**config.mk**
```make
export PLATFORM = sky130hd
export DESIGN_NAME = addsub_seq_flat
export DESIGN_NICKNAME = d
export VERILOG_FILES = /design/src/rtl/addsub_seq_if.sv /design/src/rtl/addsub_seq.sv /design/src/flat_wrapper.sv
export SDC_FILE = /design/constraint.sdc
export NUM_CORES = 1
export LEC_CHECK = 0
export ABC_AREA = 1
export CORE_ASPECT_RATIO = 0.7
export CORE_MARGIN = 3
export CORE_UTILIZATION = 47
export DETAILED_ROUTE_END_ITERATION = 8
export PLACE_DENSITY_LB_ADDON = 0.25
export RECOVER_POWER = 100
export SLEW_MARGIN = 15
export SYNTH_ARGS = -nofsm -noshare
export SYNTH_HDL_FRONTEND = slang
export SYNTH_SLANG_ARGS = --single-unit
```
**constraint.sdc**
```tcl
create_clock -name clk -period 3 [get_ports clk]
set_clock_uncertainty 0.05 [all_clocks]
set_input_delay 0.45 -clock clk [delete_from_list [all_inputs] [get_ports clk]]
set_output_delay 0.45 -clock clk [all_outputs]
set_load 0.01 [all_outputs]
```
**src/rtl/addsub_seq_if.sv**
```systemverilog
// Operand/result bundle for the slice-serial adder.
// Master issues operations, slave computes them.
interface addsub_seq_if #(
  parameter int WIDTH = 16
);
  logic             start;
  logic [WIDTH-1:0] a;
  logic [WIDTH-1:0] b;
  logic             sub;
  logic             carry_in;
  logic             busy;
  logic             done;
  logic [WIDTH-1:0] res;
  logic             carry;
  logic             half_carry;
  logic             overflow;
  logic             zero;

  modport master (
    output start, a, b, sub, carry_in,
    input  busy, done, res, carry,
    input  half_carry, overflow, zero
  );

  modport slave (
    input  start, a, b, sub, carry_in,
    output busy, done, res, carry,
    output half_carry, overflow, zero
  );
endinterface

```
**src/rtl/addsub_seq.sv**
```systemverilog
// Slice-serial add/subtract: SLICE bits per clock,
// LSB slice first, flags valid on the done pulse.
module addsub_seq #(
  parameter int WIDTH    = 16,
  parameter int SLICE    = 4,
  parameter int HC_SLICE = 0
) (
  input logic         clk,
  input logic         reset,
  addsub_seq_if.slave bus
);
  localparam int N  = WIDTH / SLICE;
  localparam int CW = (N > 1) ? $clog2(N) : 1;

  typedef enum logic [1:0] {
    IDLE,
    RUN,
    DONE
  } state_t;

  state_t state, state_nx;

  logic [CW-1:0]    cnt;
  logic [WIDTH-1:0] opa, opb, res_q;
  logic             cy;
  logic             carry_q, hc_q, ov_q, z_q;

  logic             accept, last;
  logic [SLICE-1:0] sa, sb;
  logic [SLICE:0]   ssum;
  logic [WIDTH-1:0] res_nx;
  logic             ov_nx;

  assign accept = bus.start && (state != RUN);
  assign last   = (cnt == CW'(N - 1));

  // One slice of the ripple: current slice sum merged into the result.
  always_comb begin
    sa     = opa[int'(cnt)*SLICE +: SLICE];
    sb     = opb[int'(cnt)*SLICE +: SLICE];
    ssum   = {1'b0, sa} + {1'b0, sb} + {{SLICE{1'b0}}, cy};
    res_nx = res_q;
    res_nx[int'(cnt)*SLICE +: SLICE] = ssum[SLICE-1:0];
    // carry into the slice MSB recovered as sum ^ a ^ b
    ov_nx  = ssum[SLICE] ^ ssum[SLICE-1] ^ sa[SLICE-1] ^ sb[SLICE-1];
  end

  // Next-state logic.
  always_comb begin
    state_nx = state;
    unique case (state)
      IDLE:    if (accept) state_nx = RUN;
      RUN:     if (last) state_nx = DONE;
      DONE:    state_nx = accept ? RUN : IDLE;
      default: state_nx = IDLE;
    endcase
  end

  // State register.
  always_ff @(posedge clk) begin
    if (reset) state <= IDLE;
    else       state <= state_nx;
  end

  // Operand capture and per-slice accumulation.
  always_ff @(posedge clk) begin
    if (reset) begin
      cnt     <= '0;
      opa     <= '0;
      opb     <= '0;
      cy      <= 1'b0;
      res_q   <= '0;
      carry_q <= 1'b0;
      hc_q    <= 1'b0;
      ov_q    <= 1'b0;
      z_q     <= 1'b0;
    end else if (accept) begin
      opa <= bus.a;
      opb <= bus.sub ? ~bus.b : bus.b;
      cy  <= bus.carry_in;
      cnt <= '0;
    end else if (state == RUN) begin
      res_q <= res_nx;
      cy    <= ssum[SLICE];
      cnt   <= cnt + 1'b1;
      if (cnt == CW'(HC_SLICE)) hc_q <= ssum[SLICE];
      if (last) begin
        cnt     <= '0;
        carry_q <= ssum[SLICE];
        ov_q    <= ov_nx;
        z_q     <= (res_nx == '0);
      end
    end
  end

  assign bus.busy       = (state == RUN);
  assign bus.done       = (state == DONE);
  assign bus.res        = res_q;
  assign bus.carry      = carry_q;
  assign bus.half_carry = hc_q;
  assign bus.overflow   = ov_q;
  assign bus.zero       = z_q;
endmodule
```
**src/flat_wrapper.sv**
```systemverilog
// flat-port wrapper written by rule: the top's interface ports become plain ports
module addsub_seq_flat 
#(
  parameter int WIDTH    = 16,
  parameter int SLICE    = 4,
  parameter int HC_SLICE = 0
)
  (clk, reset, bus_start, bus_a, bus_b, bus_sub, bus_carry_in, bus_busy, bus_done, bus_res, bus_carry, bus_half_carry, bus_overflow, bus_zero);
  addsub_seq_if #(.WIDTH(WIDTH)) bus_i ();
  input logic clk;
  input logic reset;
  input wire logic [$bits(bus_i.start)-1:0] bus_start;
  input wire logic [$bits(bus_i.a)-1:0] bus_a;
  input wire logic [$bits(bus_i.b)-1:0] bus_b;
  input wire logic [$bits(bus_i.sub)-1:0] bus_sub;
  input wire logic [$bits(bus_i.carry_in)-1:0] bus_carry_in;
  output wire logic [$bits(bus_i.busy)-1:0] bus_busy;
  output wire logic [$bits(bus_i.done)-1:0] bus_done;
  output wire logic [$bits(bus_i.res)-1:0] bus_res;
  output wire logic [$bits(bus_i.carry)-1:0] bus_carry;
  output wire logic [$bits(bus_i.half_carry)-1:0] bus_half_carry;
  output wire logic [$bits(bus_i.overflow)-1:0] bus_overflow;
  output wire logic [$bits(bus_i.zero)-1:0] bus_zero;
  assign bus_i.start = bus_start;
  assign bus_i.a = bus_a;
  assign bus_i.b = bus_b;
  assign bus_i.sub = bus_sub;
  assign bus_i.carry_in = bus_carry_in;
  assign bus_busy = bus_i.busy;
  assign bus_done = bus_i.done;
  assign bus_res = bus_i.res;
  assign bus_carry = bus_i.carry;
  assign bus_half_carry = bus_i.half_carry;
  assign bus_overflow = bus_i.overflow;
  assign bus_zero = bus_i.zero;
  addsub_seq #(.WIDTH(WIDTH), .SLICE(SLICE), .HC_SLICE(HC_SLICE)) u_core (.clk(clk), .reset(reset), .bus(bus_i));
endmodule
```
==> impl_metrics.ini <==
[status]
status = finished, final reports clean

[layout]
nets = 546
syn_to_final_growth_pct = 26.4
antenna_cells = 0
drive_gt1_frac = 0.0457

[clock_network]
root_buffer = clkbuf_8
cts_buffers = 9
cts_setup_buffers = 0
ctsHoldBuffers = 0
path_clk_slew_ns = 0.06
tritoncts = yes
cts.htree.levels = 3
clk_path_buf_depth = 2
post_cts_resized = 0
insertion_delay_ns = 0.33
clock-sinks = 57

[min_path]
hold_start = u_core.opb[1]$_SDFFE_PP0P_
hold_depth = 2
min_path_type = flip-flop to flip-flop
min_to = u_core.opb[1]$_SDFFE_PP0P_

[sta]
setup_tns_ns = 0
drv_slew = 0
post-route-period-util = 0.909
post-route-min-period_ns = 2.73
fmax_mhz = 367
max_slew_margin = 0.459
hold_violations = 0
tightest_slew_ns = 0.809
setup_ws_ns = 0.274
setup_viol = 0
rsz0062_at_grt = false

[global_routing]
globalRouteOverflowTotal = 0
grt_first_pass_wirelength_um = 12800
antenna_found_initial = 0
grt_max_degree = 27
grt_pass1_vias = 2643
track_usage = 0.221

[detailed_routing]
wl_per_cell_um = 13.3
vias_per_cell = 5.12
vias = 2957
dr.pass1.iters = 5
drt-total-wl_um = 7710
drc = 0
drtIter0Drc = 151
ant_nets = 0

[logic_synthesis]
synth_area_um2 = 3030
avgSynthCellArea_um2 = 6.87
synth-seq-area-share = 0.376
synth_edf_count = 0
synth_warnings = 0
synth_nets = 489
ys_ff_latch = 57
synth_flop_cell = dfxtp_1
synth_cells = 441
ys_types = 29
async_flop_share = 0

[floorplan]
die_area_um2 = 7470
ios = 59
fp-row-count = 23
die_height_um = 73.2
die_x_um = 102
start_util = 0.506
fp.coreArea_um2 = 5990

[setup_path]
cp.arrival_ns = 2.88
r2r_start = u_core.cnt[0]$_SDFFE_PP0P_
reg2reg_to = u_core.bus.zero$_SDFFE_PP0P_
path_class = flip-flop to flip-flop
r2r.worst_path.cells = 16
cp_max_fo = 10
start_kind = flip-flop
endpoint_kind = flip-flop
crit_required_ns = 3.16
rrSetupSlack_ns = 0.27

[job]
cap_violations = 0

[power]
power_density_nw_per_um2 = 522
p_leak_uw = 0.00178
irDropWorstVdd_uv = 250

[placement]
io_buffers = 58
dp_hpwl_um = 5880
gp_congestion = 0.888
place_ws_ns = 0.0944
-- worst max path at each step --
stage / from / endpoint / slack [ns] / cells past startpoint
floorplan: u_core.cnt[0]$_SDFFE_PP0P_ / u_core.bus.zero$_SDFFE_PP0P_ / 0.23 / 18
global placement: u_core.cnt[0]$_SDFFE_PP0P_ / u_core.bus.overflow$_SDFFE_PP0P_ / 0.23 / 14
detailed placement: u_core.cnt[0]$_SDFFE_PP0P_ / u_core.bus.zero$_SDFFE_PP0P_ / 0.09 / 16
CTS: u_core.cnt[0]$_SDFFE_PP0P_ / u_core.bus.zero$_SDFFE_PP0P_ / 0.08 / 16
global route: u_core.cnt[0]$_SDFFE_PP0P_ / u_core.bus.zero$_SDFFE_PP0P_ / 0.04 / 17
finish: u_core.cnt[0]$_SDFFE_PP0P_ / u_core.bus.zero$_SDFFE_PP0P_ / 0.27 / 16
-- power by group --
group	internal, µW	switching [µW]
Combinational	192	252
Sequential	818	41.5
Clock	404	293
Total	1410	587
-- synthesized netlist by cell type, types with 2 or more instances --
cell | count | area [µm²]
a211oi_1 | 9 | 67.6
a21oi_1 | 12 | 60.1
a32oi_1 | 2 | 17.5
buf_2 | 8 | 40.0
buf_4 | 2 | 15.0
clkbuf_1 | 9 | 33.8
dfxtp_1 | 57 | 1140
fa_1 | 2 | 40.0
ha_1 | 9 | 113
inv_1 | 52 | 195
inv_2 | 3 | 11.3
nand2_1 | 74 | 278
nand3_1 | 18 | 90.1
nand4_1 | 4 | 25.0
nor2_1 | 89 | 334
nor2_4 | 2 | 22.5
o211ai_1 | 2 | 15.0
o21a_1 | 2 | 15.0
o21ai_0 | 55 | 275
o22ai_1 | 4 | 25.0
or2_1 | 2 | 12.5
xnor2_1 | 16 | 140
xor2_1 | 2 | 17.5
-- cell families after synthesis --
| family | synth area share |
|---|---|
| xor gates and xnor gates | 0.0520 |
| AOI/OAI and AO/OA | 0.163 |
| adders and majority gates | 0.0504 |
| DFF | 0.376 |
| buffers and inverters | 0.103 |
| and+or+nand+nor | 0.255 |
-- metal layers --
layer | GRT usage | part of all wire
met1 | 0.330 | 0.51
met2 | 0.312 | 0.41
met3 | 0.0535 | 0.073
met4 | 0.0655 | 0.015
met5 | 0 | 0
-- stage by stage --
stage / cells / instance area (µm²) / utilization / hold slack (ns) / power, µW
3_5_place_dp: 562 / 3670 / 0.612 / 0.405 / 1330
6_report: 578 / 3830 / 0.640 / 0.424 / 2000
3_3_place_gp: 562 / 3670 / 0.612 / 0.398 / 1320
2_1_floorplan: 441 / 3030 / - / 0.373 / 1160
4_1_cts: 578 / 3850 / 0.644 / 0.422 / 2030
5_1_grt: 578 / 3830 / 0.640 / 0.464 / 2120
-- layout by cell type (no fill, tap or decap) --
master / n
nand2_1: 75
nor2_4: 1
dfxtp_1: 56
nand4_1: 4
clkinv_2: 2
ha_1: 9
bufinv_16: 1
clkbuf_8: 10
a32oi_1: 2
or2_1: 2
clkdlybuf4s50_1: 37
nor2_2: 1
xor2_1: 2
a211oi_1: 9
buf_4: 4
clkbuf_1: 6
o22ai_1: 4
xnor2_1: 16
inv_4: 1
a21oi_1: 13
dlygate4sd3_1: 21
o21ai_2: 1
nand3_1: 18
dfxtp_4: 1
clkbuf_2: 1
o21a_1: 2
o21ai_0: 55
o211ai_1: 2
clkinv_1: 1
fa_1: 2
inv_1: 54
nor2_1: 90
-- state kept, by name (all words and copies together) (netlist names) --
signal                 flops
u_core.bus.res            16
u_core.opa                16
u_core.opb                16
u_core.cnt                 2
u_core.state               2
u_core.bus.carry           1
u_core.bus.half_carry      1
u_core.bus.overflow        1
u_core.bus.zero            1
u_core.cy                  1
-- area by class of cell --
class	count	area (µm²)
Clock inverter	3	40.0
Fill cell	561	2150
Clock buffer	13	149
Tap cell	75	93.8
Inverter	56	213
Timing Repair Buffer	66	627
Sequential cell	57	1140
Multi-Input combinational cell	308	1560
-- worst max-delay path, cell delays in order (launching register included) --
cell and delay (ns):
dfxtp_4 0.38, buf_4 0.17, o21ai_0 0.20, o22ai_1 0.13, fa_1 0.43, inv_1 0.08, fa_1 0.44, nor2_2 0.15
nand3_1 0.09, nand2_1 0.11, nor2_1 0.04, nand2_1 0.07, nor2_1 0.04, nand2_1 0.04, nor2_1 0.03, nand3_1 0.06
a21oi_1 0.06
No activity file was read; power rests on OpenSTA's default activity.
